### config.mk
export PLATFORM = sky130hd
export DESIGN_NAME = argmax_stage
export DESIGN_NICKNAME = d
export VERILOG_FILES = /design/src/rtl/argmax_stage.sv
export SDC_FILE = /design/constraint.sdc
export NUM_CORES = 1
export LEC_CHECK = 0
export ABC_AREA = 1
export BUFFER_PORTS_ARGS = -buffer_cell sky130_fd_sc_hd__buf_2
export CAP_MARGIN = 20
export CORE_ASPECT_RATIO = 2
export CORE_MARGIN = 4
export CORE_UTILIZATION = 53
export CTS_BUF_LIST = sky130_fd_sc_hd__clkbuf_2 sky130_fd_sc_hd__clkbuf_4 sky130_fd_sc_hd__clkbuf_8
export CTS_CLUSTER_DIAMETER = 40
export DETAILED_ROUTE_END_ITERATION = 10
export HOLD_SLACK_MARGIN = 0.05
export MAX_ROUTING_LAYER = met4
export PLACE_DENSITY = 0.83
export SYNTH_ARGS = -nofsm -noshare
export SYNTH_HDL_FRONTEND = slang
export SYNTH_SLANG_ARGS = --single-unit
### constraint.sdc
create_clock -name clk -period 4.2 [get_ports clk]
set_input_delay 0.42 -clock clk [delete_from_list [all_inputs] [get_ports clk]]
set_output_delay 0.42 -clock clk [all_outputs]
set_load 0.02 [all_outputs]
### src/rtl/argmax_stage.sv
// Streaming argmax: groups every N signed beats into a vector and emits index/value of its maximum.
// Latency: result valid on the edge that accepts the last element; input stalls only on last element vs. pending result.
module argmax_stage #(
  parameter int T    = 16,
  parameter int N    = 4,
  parameter int IDXW = 2
) (
  input  logic                   clk,
  input  logic                   reset,
  input  logic                   s_valid,
  output logic                   s_ready,
  input  logic signed [T-1:0]    data_in,
  output logic                   m_valid,
  input  logic                   m_ready,
  output logic [IDXW-1:0]        idx_out,
  output logic signed [T-1:0]    max_out
);

  localparam logic [IDXW-1:0] LAST = IDXW'(N - 1);

  logic [IDXW-1:0]     count_q,   count_d;
  logic signed [T-1:0] run_max_q, run_max_d;
  logic [IDXW-1:0]     run_idx_q, run_idx_d;
  logic [IDXW-1:0]     idx_q,     idx_d;
  logic signed [T-1:0] max_q,     max_d;
  logic                m_valid_q, m_valid_d;

  logic beat_acc;
  logic res_acc;
  logic is_last;
  logic gt;

  assign is_last = (count_q == LAST);
  // Only a finishing beat needs the result register, so it alone waits on m_ready.
  assign s_ready  = reset && !(is_last && m_valid_q && !m_ready);
  assign beat_acc = s_valid && s_ready;
  assign res_acc  = m_valid_q && m_ready;
  assign gt       = (data_in > run_max_q);

  always_comb begin
    count_d   = count_q;
    run_max_d = run_max_q;
    run_idx_d = run_idx_q;
    idx_d     = idx_q;
    max_d     = max_q;
    m_valid_d = m_valid_q;

    if (res_acc) begin
      m_valid_d = 1'b0;
    end

    if (beat_acc) begin
      if (count_q == '0) begin
        run_max_d = data_in;
        run_idx_d = '0;
        count_d   = IDXW'(1);
      end else if (!is_last) begin
        if (gt) begin
          run_max_d = data_in;
          run_idx_d = count_q;
        end
        count_d = count_q + IDXW'(1);
      end else begin
        // Strict compare keeps the earlier index on ties.
        idx_d     = gt ? LAST : run_idx_q;
        max_d     = gt ? data_in : run_max_q;
        m_valid_d = 1'b1;
        count_d   = '0;
      end
    end
  end

  always_ff @(posedge clk or negedge reset) begin
    if (!reset) begin
      count_q   <= '0;
      run_max_q <= '0;
      run_idx_q <= '0;
      idx_q     <= '0;
      max_q     <= '0;
      m_valid_q <= 1'b0;
    end else begin
      count_q   <= count_d;
      run_max_q <= run_max_d;
      run_idx_q <= run_idx_d;
      idx_q     <= idx_d;
      max_q     <= max_d;
      m_valid_q <= m_valid_d;
    end
  end

  assign m_valid = m_valid_q;
  assign idx_out = idx_q;
  assign max_out = max_q;

endmodule

======== Word level (Yosys, flattened, before mapping) ========
Index checks and enable logic that the tools add are counted.
storage, ports and cells
  RAM bits ................................ 0
  word-level logic and storage cells ...... 36
  bits in read-only memories .............. 0
  latch bits .............................. 0
  input bits .............................. 20
  register bits ........................... 39
  memories ................................ 0
  output and inout bits ................... 20
operators by class
  $mul .................................... 0
  magnitude comparators ................... 1
  reduce and logical (&&, ||, !) cells .... 12
  equality and inequality tests ........... 2
  divide/modulo/power cells ............... 0
  bitwise logic cells ..................... 1
  multiplexer cells ....................... 13
  shifts and indexed selects .............. 0
  add/subtract/negate cells ............... 1
operators with widths
  operator                                                          number
  16-bit two-way mux                                                3
  16-bit greater-than comparator                                    1
  2-bit two-way mux                                                 6
  3-bit AND reduction                                               2
  1-bit logical AND                                                 5
  1-bit two-way mux                                                 4
  2-bit by 1-bit adder with 2-bit output (second input constant)    1
  2-bit == test (second input constant)                             1
  1-bit zero test                                                   2
  2-bit zero test                                                   1
  2-bit by 1-bit != test with 1-bit output (second input constant)  1
  2-bit AND reduction                                               1
  2-bit nonzero test                                                1
  1-bit NOT                                                         1

======== Logic depth before layout (Yosys ltp) ========
Gate-level depths: netlist of the first run.
  depth in word-level cells ............... 7
  gate-level depth with buffers ........... 18

======== Least setup slack after synthesis of the first run ========
OpenSTA, ideal clock, no wires.
  path kind ............................... in2reg
  start point ............................. input port data_in[15]
  end point ............................... register run_max_q[10]
  stages on the path ...................... 12
  data required time ...................... 4.083 ns
  setup time .............................. 0.117 ns
  arrival time ............................ 1.884 ns
  setup slack ............................. 2.199 ns
  cell sequence ........................... ha_1 a21oi_1 o21ai_1 a21oi_2 nand2_1 nand2_2 nand3_4 nand2_8 nand2_8 buf_8 nand2_2 nand2_1
on the way
  longest elaborated chain between the ends .. 4
RTL lines
  item                              line  text
  start: declaration                12    input logic signed [T-1:0] data_in,
  16-bit greater-than comparator    38    assign gt = (data_in > run_max_q);
  16-bit two-way mux (3 in series)  n/a
  end signal: assignment            83    run_max_q <= run_max_d;
  end: declaration                  22    logic signed [T-1:0] run_max_q, run_max_d;
Every way passes these cells. The select of a mux whose other input is x is not followed.
A chain may end at the register's enable or synchronous reset.

======== Final worst setup path of the first run ========
  start point ............................. register run_max_q[9]
  end point ............................... register run_max_q[13]
on the way
  longest elaborated chain between the ends .. 4
RTL lines
  item                              line
  16-bit greater-than comparator    38
  16-bit two-way mux (3 in series)  n/a
Every way passes these cells. The select of a mux whose other input is x is not followed.

==> results of run 1 <==
==> per-stage QoR <==
| step | area, um^2 | hold WS [ns] | instances |
|---|---|---|---|
| 2_1_floorplan | 2371 | 0.1244 | 304 |
| 3_3_place_gp | 2590 | 0.4531 | 389 |
| 3_5_place_dp | 2590 | 0.4592 | 389 |
| 4_1_cts | 2708 | 0.2976 | 397 |
| 5_1_grt | 2708 | 0.3098 | 397 |
| 6_report | 2708 | 0.2649 | 397 |
==> layout by cell type, fill, tap and decap left out <==
master	n
a21o_1	1
a21oi_1	8
a21oi_2	1
buf_2	39
buf_4	1
bufinv_16	1
clkbuf_8	6
clkinv_2	1
dfrtp_1	39
ha_1	19
inv_1	42
inv_2	3
nand2_1	95
nand2_2	12
nand2_8	2
nand3_1	35
nand3_2	2
nand3_4	1
nand4_1	17
nor2_1	12
nor2_2	1
nor3_4	1
o21a_1	1
o21ai_0	2
o21ai_1	1
==> layout make-up <==
class	count	area (um^2)
Fill cell	430	1632
Multi-Input combinational cell	211	1175
Sequential cell	39	975.9
Timing Repair Buffer	40	202.7
Inverter	45	168.9
Clock buffer	6	82.58
Tap cell	54	67.56
Clock inverter	2	35.03
==> worst max-delay path: cells and delay by family (launching register included) <==
kind,cells,cell delay (ns)
AND/OR/NAND/NOR,11,1.49
flip-flops,1,0.38
adder cells (fa/ha/maj),1,0.29
AO/OA/AOI/OAI,1,0.18
buffers and inverters,1,0.07
==> routing by layer <==
metal / part of all wire / vias to the layer above / global-route usage
li1: - / 1042 / -
met3: 0.036 / 23 / 0.03509
met1: 0.35 / 1017 / 0.2068
met5: 0 / - / -
met2: 0.56 / 61 / 0.3987
met4: 0.050 / 0 / 0.1423
==> state kept, by name, indices dropped and copies added, names as in the netlist <==
register	count
max_out	16
run_max_q	16
count_q	2
idx_out	2
run_idx_q	2
m_valid	1
==> where the power goes <==
part | switching (W) | internal [W]
Sequential | 0.0000980 | 0.000544
Clock | 0.000133 | 0.000192
Combinational | 0.000684 | 0.000331
==> worst max path at each step <==
stage | start | to | slack (ns) | cells past startpoint
after global routing | run_max_q[7] | run_max_q[13] | 1.47 | 13
after floorplan | data_in[15] | run_max_q[10] | 2.20 | 12
after CTS | run_max_q[9] | run_max_q[1] | 1.69 | 14
after detailed placement | data_in[15] | run_max_q[1] | 1.55 | 12
final | run_max_q[9] | run_max_q[13] | 1.66 | 14
after global placement | data_in[11] | run_max_q[1] | 1.61 | 12
==> kinds of logic (layout without fill, tap and decap cells) <==
family	Yosys count	after routing	synth area share
and+or+nand+nor	178	178	0.3620
buffers and inverters	54	93	0.09288
DFF	39	39	0.4116
adders and majority gates	19	19	0.1003
AOI/OAI and AO/OA	14	14	0.03325
==> results_dict.tcl, run 1 <==
set metrics [dict create \
    outcome "finished clean" \
    grt_usage 0.2174 \
    fmax_ghz 0.3939 \
    clk_pin_slew_ns 0.08 \
    via_per_inst 5.398 \
    die_area_um2 5673 \
    hold_path_class "in2async" \
    grt-ovfl-total 0 \
    grt_pass1_wl_um 9273 \
    grt_start_max_net_pins 40 \
    synthesis.area_um2 2371 \
    rr_endpoint "run_max_q[13]" \
    ys.flop_type "dfrtp_1" \
    grt_pass1_vias 2059 \
    antenna_found_initial 0 \
    wirelength_um 5695 \
    drive_gt1_frac 0.2070 \
    setup_viol_count_final 0 \
    critPathRequiredTime_ns 4.38 \
    syn-num-nets 343 \
    post-route-min-period_ns 2.539 \
    r2r_cells 14 \
    drt_iter0_drc 62 \
    post_cts_buffers 0 \
    crit_top_cell "nand2_1" \
    fp-row-count 34 \
    final_util 0.6240 \
    ctsHoldBuffers 0 \
    leakagePower_nw 1.552 \
    rrSetupSlack_ns 1.66 \
    slew_violations 0 \
    syn_area_per_cell_um2 7.799 \
    skew_ns 0.01106 \
    finalHoldViolCount 0 \
    cts_tree "yes" \
    gp_congestion 0.8376 \
    power_w 0.001982 \
    synth.most_common_cell "nand2_1" \
    clock_sinks 39 \
    yosys-top-cells-area "dfrtp_1, nand2_1, ha_1" \
    maxCapViolCount 0 \
    cp_max_fo 19 \
    post-synth-top-area-fraction 0.4116 \
    powerDensity_nw_per_um2 732.0 \
    crit_slowest_cell "dfrtp_1" \
    htree_num_levels 2 \
    drt-pass1-iter-count 4 \
    cts_made_buffers 5 \
    ant_nets 0 \
    startpoint_type "register" \
    syn_to_final_growth_pct 14.20 \
    synth_commonest_cells "nand2_1, inv_1, dfrtp_1, nand3_1, ha_1" \
    netlist_instances 304 \
    layout.nets 381 \
    dp_hpwl_um 4128 \
    dieHeight_um 102.6 \
    critical-path-max-stage-delay_ns 0.38 \
    num_antenna_cells 0 \
    ir_drop_uv 492.4 \
    drc 0 \
    start_util 0.5464 \
    worstSkewPairLatency_ns 0.29 \
    synth-edff-count 0 \
    cts-root-buf "clkbuf_8" \
    cts_resized 0 \
    r2r-start "run_max_q[9]" \
    synthDistinctLibCells 24 \
    num_vias 2143 \
    finalCritPeriodShare 0.6045 \
    avgRoutedWirePerCell_um 14.35 \
    yosysSeqAreaShare 0.4116 \
    core_um2 4339 \
    cts_buffer_depth 2 \
    ys_seq_elements 39 \
    rsz0062_at_grt "false" \
    die_x_um 55.30 \
    place_ws_ns 1.546 \
    worst_slack_ns 1.661 \
    cp-end-kind "register" \
    criticalPathCategory "reg2reg" \
    tightest_slew_ns 0.8463 \
    worst_ep_arrival_time_ns 2.71 \
    path_cells "inv_1 -> ha_1 -> nand2_1 -> nand2_1 -> nand3_1 -> nand2_1 -> a21oi_2 -> nand2_1 -> nand2_2 -> nand3_4 -> nand2_8 -> nand2_8 -> nand2_1 -> nand2_1" \
    slew_headroom 0.4352 \
    io_buffers 39 \
    synth_warnings 0 \
    async_reset_ff_frac 1.000 \
    fin_tns_setup_ns 0 \
    synth_top_area_cell "dfrtp_1" \
    io-pin-count 40 \
]
(Power assumes the default switching activity.)
==> run 2, diff against run 1 <==
Settings changed: PLACE_DENSITY 0.83 to 0.86.
Clock period 4.2 ns to 2.3 ns, I/O delays scaled along.
==> results_dict.tcl, run 2 (synthesis results as in run 1) <==
set metrics [dict create \
    switching_share 0.4720 \
    final_cell_mix "nand2_1, inv_1, dfrtp_1, buf_2, nand3_1" \
    outcome "finished clean" \
    cp_max_fo 18 \
    pwr-share-comb 0.548 \
    grt_usage 0.2144 \
    place_area_um2 2635 \
    rr_endpoint "run_max_q[12]" \
    grt_start_max_net_pins 40 \
    cts_tree "yes" \
    slew_headroom 0.6711 \
    cts_buffer_depth 2 \
    r2r_cells 12 \
    clockPowerShare 0.127 \
    core_um2 4339 \
    syn_to_final_growth_pct 15.51 \
    cp-end-kind "register" \
    setup_viol_count_final 0 \
    drt-pass1-iter-count 4 \
    antenna_found_initial 0 \
    hold_path_class "in2async" \
    finalCritPeriodShare 0.9161 \
    fmax_ghz 0.4746 \
    clock_sinks 39 \
    post-route-min-period_ns 2.107 \
    start_util 0.5464 \
    rsz0062_at_grt "false" \
    tightest_slew_ns 0.4933 \
    htree_num_levels 2 \
    io-pin-count 40 \
    startpoint_type "register" \
    fp-row-count 34 \
    finalHoldViolCount 0 \
    powerDensity_nw_per_um2 1321 \
    ir_drop_uv 702.8 \
    drive_gt1_frac 0.2229 \
    gp_congestion 0.8461 \
    wirelength_um 5631 \
    worstSkewPairLatency_ns 0.30 \
    drt_iter0_drc 57 \
    cts_resized 0 \
    maxCapViolCount 0 \
    layout_commonest_cell "nand2_1" \
    leakagePower_nw 1.577 \
    internal-power_w 0.001911 \
    io_buffers 39 \
    grt-ovfl-total 0 \
    rrSetupSlack_ns 0.19 \
    num_vias 2148 \
    worst_ep_arrival_time_ns 2.29 \
    dp_hpwl_um 4168 \
    criticalPathCategory "reg2reg" \
    grt_pass1_wl_um 9328 \
    via_per_inst 5.317 \
    cts-root-buf "clkbuf_8" \
    drc 0 \
    design_area_um2 2739 \
    die_x_um 55.30 \
    skew_ns 0.009947 \
    cts_made_buffers 5 \
    critPathRequiredTime_ns 2.49 \
    fin_tns_setup_ns 0 \
    fillers 391 \
    r2r-start "run_max_q[11]" \
    grt_pass1_vias 2144 \
    ctsHoldBuffers 0 \
    avgRoutedWirePerCell_um 13.94 \
    num_antenna_cells 0 \
    p_sw_w 0.001708 \
    die_area_um2 5673 \
    clk_pin_slew_ns 0.08 \
    layout.nets 388 \
    ant_nets 0 \
    slew_violations 0 \
    pwr-share-seq 0.325 \
    dieHeight_um 102.6 \
]
run 2: metrics by stage:
step	hold WS, ns	worst slack, ns	utilization	power (W)	cells
after floorplan	-0.06559	0.3409	-	0.002576	304
after global placement	0.3925	0.2068	0.6073	0.003018	395
after detailed placement	0.3967	0.1572	0.6073	0.003095	395
after CTS	0.07023	0.1271	0.6266	0.003567	403
after global routing	0.08995	0.05167	0.6312	0.003927	404
final	0.05069	0.1931	0.6312	0.003619	404
run 2: worst max-delay path, cell delays in order, from the launching register on:
cell,delay [ns]
dfrtp_1,0.39
inv_1,0.07
ha_1,0.31
a21oi_1,0.15
nand2_1,0.09
a21oi_2,0.16
nand2_1,0.08
nand2_2,0.09
nand3_4,0.19
nand2_8,0.16
nand2_8,0.12
nand2_1,0.11
nand2_1,0.06
run 2: area by class of cell:
type | count | area, um^2 | area share
clock inverters | 3 | 15.01 | 0.005482
inverters | 45 | 168.9 | 0.06167
flip-flops and latches | 39 | 975.9 | 0.3563
well taps | 54 | 67.56 | 0.02467
repair buffers | 47 | 267.8 | 0.09776
multi-input cells | 211 | 1175 | 0.4290
clock buffers | 5 | 68.82 | 0.02513
run 2: metal layers:
| layer | vias up | share of wire | global-route usage |
|---|---|---|---|
| li1 | 1058 | - | - |
| met1 | 1031 | 0.37 | 0.2109 |
| met2 | 45 | 0.55 | 0.3905 |
| met3 | 14 | 0.048 | 0.03885 |
| met4 | 0 | 0.035 | 0.1236 |
| met5 | - | 0 | - |
run 2: worst max path at each step:
stage | from | end | slack, ns | cells after the start
after global routing | run_max_q[5] | run_max_q[12] | 0.05 | 14
final | run_max_q[11] | run_max_q[12] | 0.19 | 12
after detailed placement | run_max_q[11] | run_max_q[14] | 0.16 | 12
after floorplan | run_max_q[15] | run_max_q[10] | 0.34 | 13
after CTS | run_max_q[9] | run_max_q[14] | 0.13 | 14
after global placement | run_max_q[9] | run_max_q[8] | 0.21 | 14
run 2: power by group through the flow:
| stage | logic (W) | clock network (W) | registers (W) |
|---|---|---|---|
| after detailed placement | 0.00191 | 0 | 0.00119 |
| after global placement | 0.00185 | 0 | 0.00117 |
| after CTS | 0.00192 | 0.000468 | 0.00118 |
| after global routing | 0.00221 | 0.000500 | 0.00121 |
| final | 0.00198 | 0.000459 | 0.00118 |
| after floorplan | 0.00124 | 0 | 0.00134 |
run 2: repair_timing:
action / in CTS / in global routing
endpoints found under the hold margin: 0 / 0
setup buffers: 0 / 1
setup endpoints to repair: 0 / 3
==> run 3, diff against run 2 <==
Settings changed: CORE_ASPECT_RATIO 2 to default.
==> results_dict.tcl, run 3 (synthesis results as in run 1) <==
set metrics [dict create \
    die_x_um 74.89 \
    outcome "finished clean" \
    placedCellCount 392 \
    io-pin-count 40 \
    drt_iter0_drc 148 \
    htree_num_levels 2 \
    finalCritPeriodShare 0.9003 \
    setup_viol_count_final 0 \
    r2r-start "run_max_q[15]" \
    path_cells "inv_1 -> ha_1 -> nand2_2 -> nor3_4 -> nand2_1 -> nand2_1 -> nand2_2 -> nand3_4 -> buf_4 -> nand2_1 -> nand3_1 -> nand2_1" \
    grt-ovfl-total 0 \
    worstSkewPairLatency_ns 0.31 \
    wirelength_um 5616 \
    grt_pass1_vias 2048 \
    core_um2 4354 \
    startpoint_type "register" \
    layout.nets 389 \
    start_util 0.5445 \
    grt_usage 0.2289 \
    hold_path_end "m_valid" \
    die_area_um2 5608 \
    power_w 0.003611 \
    ant_nets 0 \
    clk_pin_slew_ns 0.09 \
    cts_buffer_depth 2 \
    critPathRequiredTime_ns 2.49 \
    cts_resized 0 \
    hold_path_class "in2reg" \
    rrSetupSlack_ns 0.23 \
    fin_tns_setup_ns 0 \
    multi_input_area_um2 1175 \
    drive_gt1_frac 0.2222 \
    avgRoutedWirePerCell_um 13.94 \
    rr_endpoint "max_out[8]" \
    rsz0062_at_grt "false" \
    post-route-min-period_ns 2.071 \
    ir_drop_uv 571.8 \
    slew_headroom 0.6704 \
    criticalPathCategory "reg2reg" \
    syn_to_final_growth_pct 15.51 \
    grt_pass1_wl_um 9363 \
    grt_start_max_net_pins 40 \
    crit_top_cell "nand2_1" \
    num_antenna_cells 0 \
    r2r_cells 12 \
    fmax_ghz 0.4829 \
    powerDensity_nw_per_um2 1318 \
    cp-end-kind "register" \
    drt-pass1-iter-count 5 \
    dieHeight_um 74.89 \
    tightest_slew_ns 0.4944 \
    num_vias 2176 \
    skew_ns 0.01571 \
    finalHoldViolCount 0 \
    seq_area_um2 975.9 \
    slew_violations 0 \
    critical-path-max-stage-delay_ns 0.37 \
    holdPathStages 2 \
    worst_ep_arrival_time_ns 2.26 \
    crit_slowest_cell "dfrtp_1" \
    fp-row-count 24 \
    io_buffers 39 \
    worst_hold_slack_ns 0.1049 \
    layout_commonest_cell "nand2_1" \
    cts_tree "yes" \
    dp_hpwl_um 4067 \
    cts_made_buffers 5 \
    final_cell_mix "nand2_1, inv_1, dfrtp_1, buf_2, nand3_1" \
    cp_max_fo 14 \
    layoutNonFillerInstCount 403 \
    drc 0 \
    cts-root-buf "clkbuf_8" \
    clock_sinks 39 \
    leakagePower_nw 1.568 \
    holdCritStartpoint "m_ready" \
    fillers 367 \
    antenna_found_initial 0 \
    gp_congestion 0.9623 \
    via_per_inst 5.400 \
    maxCapViolCount 0 \
]
-- run 3: worst max path at each step --
stage,cells past startpoint,end,slack [ns],startpoint
after floorplan,13,run_max_q[10],0.34,run_max_q[15]
after global placement,12,run_max_q[3],0.31,run_max_q[15]
after detailed placement,11,run_max_q[3],0.26,run_max_q[15]
after CTS,11,run_max_q[12],0.22,run_max_q[15]
after global routing,13,max_out[8],0.04,run_max_q[5]
final,12,max_out[8],0.23,run_max_q[15]
-- run 3: through the flow --
step | area, um^2 | worst slack, ns | utilization
2_1_floorplan | 2371 | 0.3409 | -
3_3_place_gp | 2625 | 0.3072 | 0.6029
3_5_place_dp | 2625 | 0.2562 | 0.6029
4_1_cts | 2724 | 0.2205 | 0.6256
5_1_grt | 2739 | 0.04100 | 0.6290
6_report | 2739 | 0.2293 | 0.6290
-- run 3: final cells by class --
type,count,share of cell area
clock inverter,3,0.007309
multi-input combinational,211,0.4290
timing repair buffer,48,0.09685
inverter,45,0.06167
tap,52,0.02376
sequential,39,0.3563
clock buffer,5,0.02513
-- run 3: power breakdown --
part | leakage, nW | total [W] | internal [W] | switching, W
registers | 0.486 | 0.00118 | 0.000993 | 0.000184
logic | 1.04 | 0.00196 | 0.000689 | 0.00127
clock network | 0.0402 | 0.000474 | 0.000211 | 0.000262
-- run 3: worst max-delay path: cells and delay by family, from the launching register on --
kind / cells / cell delay (ns)
flops: 1 / 0.37
fa+ha+maj: 1 / 0.35
simple gates: 9 / 0.95
buf+inv: 2 / 0.28
-- run 3: timing repair --
action                                  CTS  global route
setup buffers                             0             2
hold buffers                              1             0
endpoints found under the setup margin    0             1
endpoints found under the hold margin    39             0
-- run 3: routing by layer --
metal | wire length [um] | global-route usage
met1 | 2406 | 0.2896
met2 | 2728 | 0.3636
met3 | 393 | 0.04272
met4 | 88 | 0.08696
met5 | 0 | -
